`config.mk`:
```
export PLATFORM = sky130hd
export DESIGN_NAME = sram2_arbiter
export DESIGN_NICKNAME = d
export VERILOG_FILES = /design/src/rtl/sram2_arb_pkg.sv /design/src/rtl/sram2_arb_fsm.sv /design/src/rtl/sram2_arbiter.sv
export SDC_FILE = /design/constraint.sdc
export NUM_CORES = 1
export LEC_CHECK = 0
export CORE_AREA = 4 4 342 344
export CTS_CLUSTER_DIAMETER = 60
export CTS_CLUSTER_SIZE = 20
export DETAILED_ROUTE_END_ITERATION = 10
export DIE_AREA = 0 0 346 348
export GPL_ROUTABILITY_DRIVEN = 1
export PLACE_DENSITY_LB_ADDON = 0.08
export SLEW_MARGIN = 30
export SYNTH_ARGS = -nofsm -noshare
export SYNTH_HDL_FRONTEND = slang
export SYNTH_SLANG_ARGS = --single-unit
```
`constraint.sdc`:
```
create_clock -name clk -period 2.49 [get_ports clk]
set_input_delay 0.249 -clock clk [delete_from_list [all_inputs] [get_ports clk]]
set_output_delay 0.249 -clock clk [all_outputs]
set_load 0.02 [all_outputs]
```
`src/rtl/sram2_arb_pkg.sv`:
```
// Shared constants and types for the SRAM2 two-port arbiter.
// Both requesters and the SRAM2 instance use these widths.
package sram2_arb_pkg;

  localparam int ADDR_W       = 13;
  localparam int DATA_W       = 128;
  localparam int BE_W         = DATA_W / 8;
  localparam int SRAM2_DEPTH  = 8000;
  localparam int ARB_HOLD_MAX = 4;

  localparam int PORT0 = 0;
  localparam int PORT1 = 1;

  typedef enum logic [1:0] {
    IDLE = 2'd0,
    OWN0 = 2'd1,
    OWN1 = 2'd2
  } arb_state_e;

endpackage

```
`src/rtl/sram2_arb_fsm.sv`:
```
// Round-robin grant FSM with a bounded hold window. The grant is combinational
// from the current state and requests, so a port switch costs no bubble cycle.
module sram2_arb_fsm
  import sram2_arb_pkg::*;
#(
  parameter int HOLD_MAX = ARB_HOLD_MAX
) (
  input  logic       clk,
  input  logic       reset_n,
  input  logic [1:0] i_req,
  output logic [1:0] o_grant
);

  localparam int CNT_W = $clog2(HOLD_MAX + 1);
  localparam logic [CNT_W-1:0] CNT_MAX = CNT_W'(HOLD_MAX);

  arb_state_e       r_state, w_state_nxt;
  logic [CNT_W-1:0] r_hold_cnt, w_hold_nxt;
  logic             r_last_owner, w_last_nxt;
  logic             w_win;
  logic             w_own;

  // NOTE: every variable written here gets a default first, so no path can
  // leave one unassigned and infer a latch.
  always_comb begin
    o_grant     = 2'b00;
    w_state_nxt = r_state;
    w_hold_nxt  = r_hold_cnt;
    w_last_nxt  = r_last_owner;
    w_win       = 1'b0;
    w_own       = (r_state == OWN1);

    unique case (r_state)
      IDLE: begin
        if (i_req != 2'b00) begin
          // On a tie the port that did not win last time goes first.
          w_win          = (i_req == 2'b11) ? ~r_last_owner : i_req[1];
          o_grant[w_win] = 1'b1;
          w_hold_nxt     = CNT_W'(1);
          w_state_nxt    = w_win ? OWN1 : OWN0;
        end
      end
      OWN0, OWN1: begin
        if (i_req[w_own] && (!i_req[~w_own] || r_hold_cnt < CNT_MAX)) begin
          o_grant[w_own] = 1'b1;
          w_hold_nxt     = (r_hold_cnt == CNT_MAX) ? CNT_MAX : r_hold_cnt + 1'b1;
        end else if (i_req[~w_own]) begin
          o_grant[~w_own] = 1'b1;
          w_hold_nxt      = CNT_W'(1);
          w_state_nxt     = w_own ? OWN0 : OWN1;
        end else begin
          w_hold_nxt  = '0;
          w_state_nxt = IDLE;
        end
      end
      default: begin
        w_hold_nxt  = '0;
        w_state_nxt = IDLE;
      end
    endcase

    if (o_grant != 2'b00) w_last_nxt = o_grant[1];
  end

  // NOTE: state registers use non-blocking assignments so every flop samples
  // the values from before the clock edge.
  always_ff @(posedge clk or negedge reset_n) begin
    if (!reset_n) begin
      r_state      <= IDLE;
      r_hold_cnt   <= '0;
      r_last_owner <= 1'b1;
    end else begin
      r_state      <= w_state_nxt;
      r_hold_cnt   <= w_hold_nxt;
      r_last_owner <= w_last_nxt;
    end
  end

endmodule

```
`src/rtl/sram2_arbiter.sv`:
```
// Shares the single-port SRAM2 between two Avalon-MM requesters: one access per
// cycle, range checking, sticky error flags and 1-cycle read response routing.
module sram2_arbiter
  import sram2_arb_pkg::*;
#(
  parameter int DEPTH    = SRAM2_DEPTH,
  parameter int HOLD_MAX = ARB_HOLD_MAX
) (
  input  logic              clk,
  input  logic              reset_n,
  input  logic [ADDR_W-1:0] m0_address,
  input  logic [BE_W-1:0]   m0_byteenable,
  input  logic              m0_read,
  input  logic              m0_write,
  input  logic [DATA_W-1:0] m0_writedata,
  output logic              m0_waitrequest,
  output logic [DATA_W-1:0] m0_readdata,
  output logic              m0_readdatavalid,
  output logic              m0_error,
  input  logic              m0_error_clr,
  input  logic [ADDR_W-1:0] m1_address,
  input  logic [BE_W-1:0]   m1_byteenable,
  input  logic              m1_read,
  input  logic              m1_write,
  input  logic [DATA_W-1:0] m1_writedata,
  output logic              m1_waitrequest,
  output logic [DATA_W-1:0] m1_readdata,
  output logic              m1_readdatavalid,
  output logic              m1_error,
  input  logic              m1_error_clr,
  output logic [ADDR_W-1:0] ram_address,
  output logic [BE_W-1:0]   ram_byteenable,
  output logic [DATA_W-1:0] ram_writedata,
  output logic              ram_chipselect,
  output logic              ram_write,
  output logic              ram_clken,
  input  logic [DATA_W-1:0] ram_readdata
);

  localparam logic [ADDR_W:0] DEPTH_L = (ADDR_W + 1)'(DEPTH);

  logic [1:0]        w_req, w_fsm_grant, w_grant, w_err_set;
  logic              w_sel, w_acc, w_read, w_write, w_in_range, w_viol;
  logic [ADDR_W-1:0] w_addr;
  logic              r_rsp_valid, r_rsp_port, r_rsp_oor;
  logic [1:0]        r_err;

  assign w_req = {m1_read | m1_write, m0_read | m0_write};

  sram2_arb_fsm #(.HOLD_MAX(HOLD_MAX)) u_fsm (
    .clk     (clk),
    .reset_n (reset_n),
    .i_req   (w_req),
    .o_grant (w_fsm_grant)
  );

  // No access may be accepted while reset is held.
  assign w_grant        = reset_n ? w_fsm_grant : 2'b00;
  assign m0_waitrequest = ~reset_n | (w_req[0] & ~w_grant[0]);
  assign m1_waitrequest = ~reset_n | (w_req[1] & ~w_grant[1]);

  assign w_sel      = w_grant[1];
  assign w_acc      = |w_grant;
  assign w_addr     = w_sel ? m1_address : m0_address;
  assign w_read     = w_sel ? m1_read    : m0_read;
  assign w_write    = w_sel ? m1_write   : m0_write;
  assign w_in_range = {1'b0, w_addr} < DEPTH_L;
  assign w_viol     = ~w_in_range | (w_read & w_write);
  assign w_err_set  = w_grant & {2{w_viol}};

  assign ram_address    = w_addr;
  assign ram_byteenable = w_sel ? m1_byteenable : m0_byteenable;
  assign ram_writedata  = w_sel ? m1_writedata  : m0_writedata;
  assign ram_chipselect = w_acc & w_in_range;
  assign ram_write      = ram_chipselect & w_write;
  assign ram_clken      = reset_n;

  // A read+write collision is executed as a write, so it yields no response.
  always_ff @(posedge clk or negedge reset_n) begin
    if (!reset_n) begin
      r_rsp_valid <= 1'b0;
      r_rsp_port  <= 1'b0;
      r_rsp_oor   <= 1'b0;
      r_err       <= 2'b00;
    end else begin
      r_rsp_valid <= w_acc & w_read & ~w_write;
      r_rsp_port  <= w_sel;
      r_rsp_oor   <= ~w_in_range;
      r_err[0]    <= w_err_set[0] | (r_err[0] & ~m0_error_clr);
      r_err[1]    <= w_err_set[1] | (r_err[1] & ~m1_error_clr);
    end
  end

  assign m0_readdatavalid = r_rsp_valid & ~r_rsp_port;
  assign m1_readdatavalid = r_rsp_valid &  r_rsp_port;
  assign m0_readdata      = (m0_readdatavalid & ~r_rsp_oor) ? ram_readdata : '0;
  assign m1_readdata      = (m1_readdatavalid & ~r_rsp_oor) ? ram_readdata : '0;
  assign m0_error         = r_err[0];
  assign m1_error         = r_err[1];

endmodule

```
==> impl_metrics.yaml <==
status:
  outcome: "finished with violations"
  violations: "negative setup slack"
job:
  maxCapViolCount: 0
timing:
  max_freq_ghz: 0.327
  drv_slew: 0
  fin_crit_sh_pct: 123
  hold_slack_ps: 436
  finalCriticalPeriod_ps: 3060
  grt_setup_unrepaired: "yes"
  slew_headroom_pct: 61.3
  setup_ws_ps: -573
  hold_viol_final: 0
  skew_ps: 1.52
  tightest_slew_ps: 579
  setup_viol: 160
clock_network:
  clk_pin_slew_ps: 40
  h-tree-depth: 1
  numCtsBuffers: 3
  clock_latency_ps: 240
  cts_tree: "built"
  clock_path_buffers: 2
  cts.sinks: 11
  root_buffer: "clkbuf_16"
  hold_buffers: 0
yosys:
  ys_warn_count: 0
  ys_ff_latch: 11
  synthTopCellsByCount: "and2_1, mux2_1, mux2_2"
  syn-cell-area_um2: 4610
  post-synth-top-count-cell: "and2_1"
  synth-edff-count: 0
  synth_top_area_share_pct: 35.1
  synth_ff_type: "dfrtp_1"
  synth_area_per_cell_um2: 8.09
  async_flop_share_pct: 100
  ys_types: 49
  syn_inst: 570
  synth-seq-area-share_pct: 5.99
  synth.net_count: 1026
  ys_top_cells_by_area: "and2_1, mux2_1, mux2_2"
  yosys.area.top_type: "and2_1"
routing:
  ant_nets: 0
  initialDrtViolationCount: 189
  routed_via_density: 2.75
  num_vias: 8385
  drc: 0
  wl_per_cell_um: 25.6
  firstDrtPassIters: 4
  routed_wl_mm: 78.1
die:
  start_util_pct: 4.05
  num_io_pins: 872
  dieArea_um2: 120000
  die_w_um: 346
  core_um2: 114000
  fp-row-count: 124
  die_h_um: 348
power_and_ir_drop:
  p_int_w: 0.00622
  comb_power_share_pct: 94.4
  vdd_drop_max_v: 0.000270
  seqPwrFrac_pct: 3.0
  switching_share_pct: 44.7
  powerDensity_nw_per_um2: 634
  leakage_nw: 9.56
  clockPowerShare_pct: 2.6
  p_switching_w: 0.00503
  power_w: 0.0112
setup_path:
  cp.arrival_ps: 2810
  cp_common_cell: "buf_12"
  worstSetupStartpoint: "u_fsm.r_state[0]"
  r2r_setup_slack_ps: 160
  r2r-end: "r_rsp_valid"
  startpoint_type: "flip-flop"
  path_delay_family: "buffers and inverters"
  crit_path_max_fanout: 5
  worst-path-buf-inv: 7
  critPathMaxStageDelay_ps: 490
  critPathRequiredTime_ps: 2240
  r2r-start: "u_fsm.r_state[0]"
  worst_r2r_path_depth: 9
  worst_setup_path_end_kind: "output port"
  crit_chain: "inv_2 -> ha_4 -> or4b_4 -> o2111ai_4 -> a221oi_4 -> buf_6 -> buf_12 -> buf_12 -> buf_12 -> buf_16 -> mux2_4 -> buf_6"
  slowest_stage: "or4b_4"
  critical_path_class: "flip-flop to output port"
layout:
  nets: 1980
  final_cells: 3050
  syn2layout_area_growth_pct: 285
  drive_gt1_share_pct: 30.1
  utilization_pct: 15.6
  fill_cells: 13000
grt:
  grt_max_degree: 41
  grt_overflow_total: 0
  antenna_found_initial: 53
  first_global_vias: 9231
  track_usage_pct: 12.0
  grt_pass1_wl_mm: 97.5
min_path:
  min_path_type: "primary input to asynchronous set/reset pin"
place:
  place_congestion: 0.835
  port_buffers: 871
  dp_hpwl_mm: 69.1
  dp_cells: 2973
[per-layer routing]
layer	routed length, µm	global-route usage [%]
met1	29300	12.6
met2	40100	22.2
met3	7770	6.07
met4	580	1.13
met5	394	0.746
[worst reg2reg max path: stages (launching register included)]
cell	delay, ps
dfrtp_1	380
inv_2	120
ha_4	170
or4b_4	490
o2111ai_4	100
a221oi_4	120
buf_6	180
buf_4	190
o41ai_1	340
buf_4	180
[sequential cells by signal, indices dropped and copies added (netlist names)]
name                count
r_err                   2
r_rsp_oor               1
r_rsp_port              1
r_rsp_valid             1
u_fsm.r_hold_cnt        3
u_fsm.r_last_owner      1
u_fsm.r_state           2
[cell type report]
cell class,count,area (µm²),area share [%]
diodes,15,37.5,0.211
clock buffers,4,78.8,0.444
inverters,7,26.3,0.148
multi-input cells,503,4620,26.0
flip-flops and latches,11,278,1.57
well taps,1512,1890,10.7
repair buffers,998,10800,61.0
[metrics by stage]
stage | cell area (µm²) | worst slack (ps) | TNS [ps]
after detailed placement | 15500 | -950 | -120040
final | 17700 | -573 | -68330
after global placement | 15500 | -908 | -116040
after CTS | 16500 | -730 | -92080
after floorplan | 4610 | 15.9 | 0
after global routing | 17700 | -673 | -82970
[placed cells by master (no fill, tap or decap), types with 2 or more instances in the layout]
master	instances
a21boi_1	2
a21o_1	2
a21oi_1	7
a221oi_1	2
and2_1	259
buf_12	22
buf_16	4
buf_2	9
buf_4	68
buf_6	159
buf_8	20
clkbuf_16	7
clkbuf_2	2
clkdlybuf4s50_1	549
dfrtp_1	9
diode_2	15
dlygate4sd2_1	5
dlymetal6s2s_1	155
ha_1	3
ha_4	3
inv_1	5
inv_2	2
mux2_1	13
mux2_2	10
mux2_4	136
nand2_1	7
nand2b_1	3
nand3_1	3
nand3b_1	3
nor2_1	9
nor2b_1	4
o21ai_0	8
o21ai_1	2
[worst max-delay path by stage]
stage	cells past startpoint	slack (ps)	to
after floorplan	8	20	ram_writedata[117]
after global placement	8	-910	ram_writedata[122]
after detailed placement	8	-950	ram_writedata[122]
after CTS	11	-730	ram_address[7]
after global routing	11	-670	ram_writedata[12]
final	12	-570	ram_writedata[62]
[power by group through the flow]
stage	sequential, W	clock, W	combinational (W)
after detailed placement	0.000332	0	0.00816
after global placement	0.000333	0	0.00822
after CTS	0.000336	0.000308	0.00984
final	0.000336	0.000297	0.0106
after global routing	0.000346	0.000319	0.0112
after floorplan	0.000308	0	0.00372
[timing repair]
item	4_1_cts	5_1_grt
buffers inserted	39	21
pin swaps	1	2
endpoints found under the setup margin	257	336
gates resized for setup	754	493
cloned	8	4
[logic make-up (layout without fill, tap and decap cells)]
family | after synthesis | in the layout | share of synthesized area (%)
mux | 160 | 160 | 39.0
simple gates | 297 | 297 | 39.7
fa+ha+maj | 6 | 6 | 1.63
compound gates | 40 | 40 | 6.67
flops | 11 | 11 | 5.99
other cells | 0 | 15 | 0
buf+inv | 56 | 1009 | 7.00
Power figures use the tool's default switching activity.
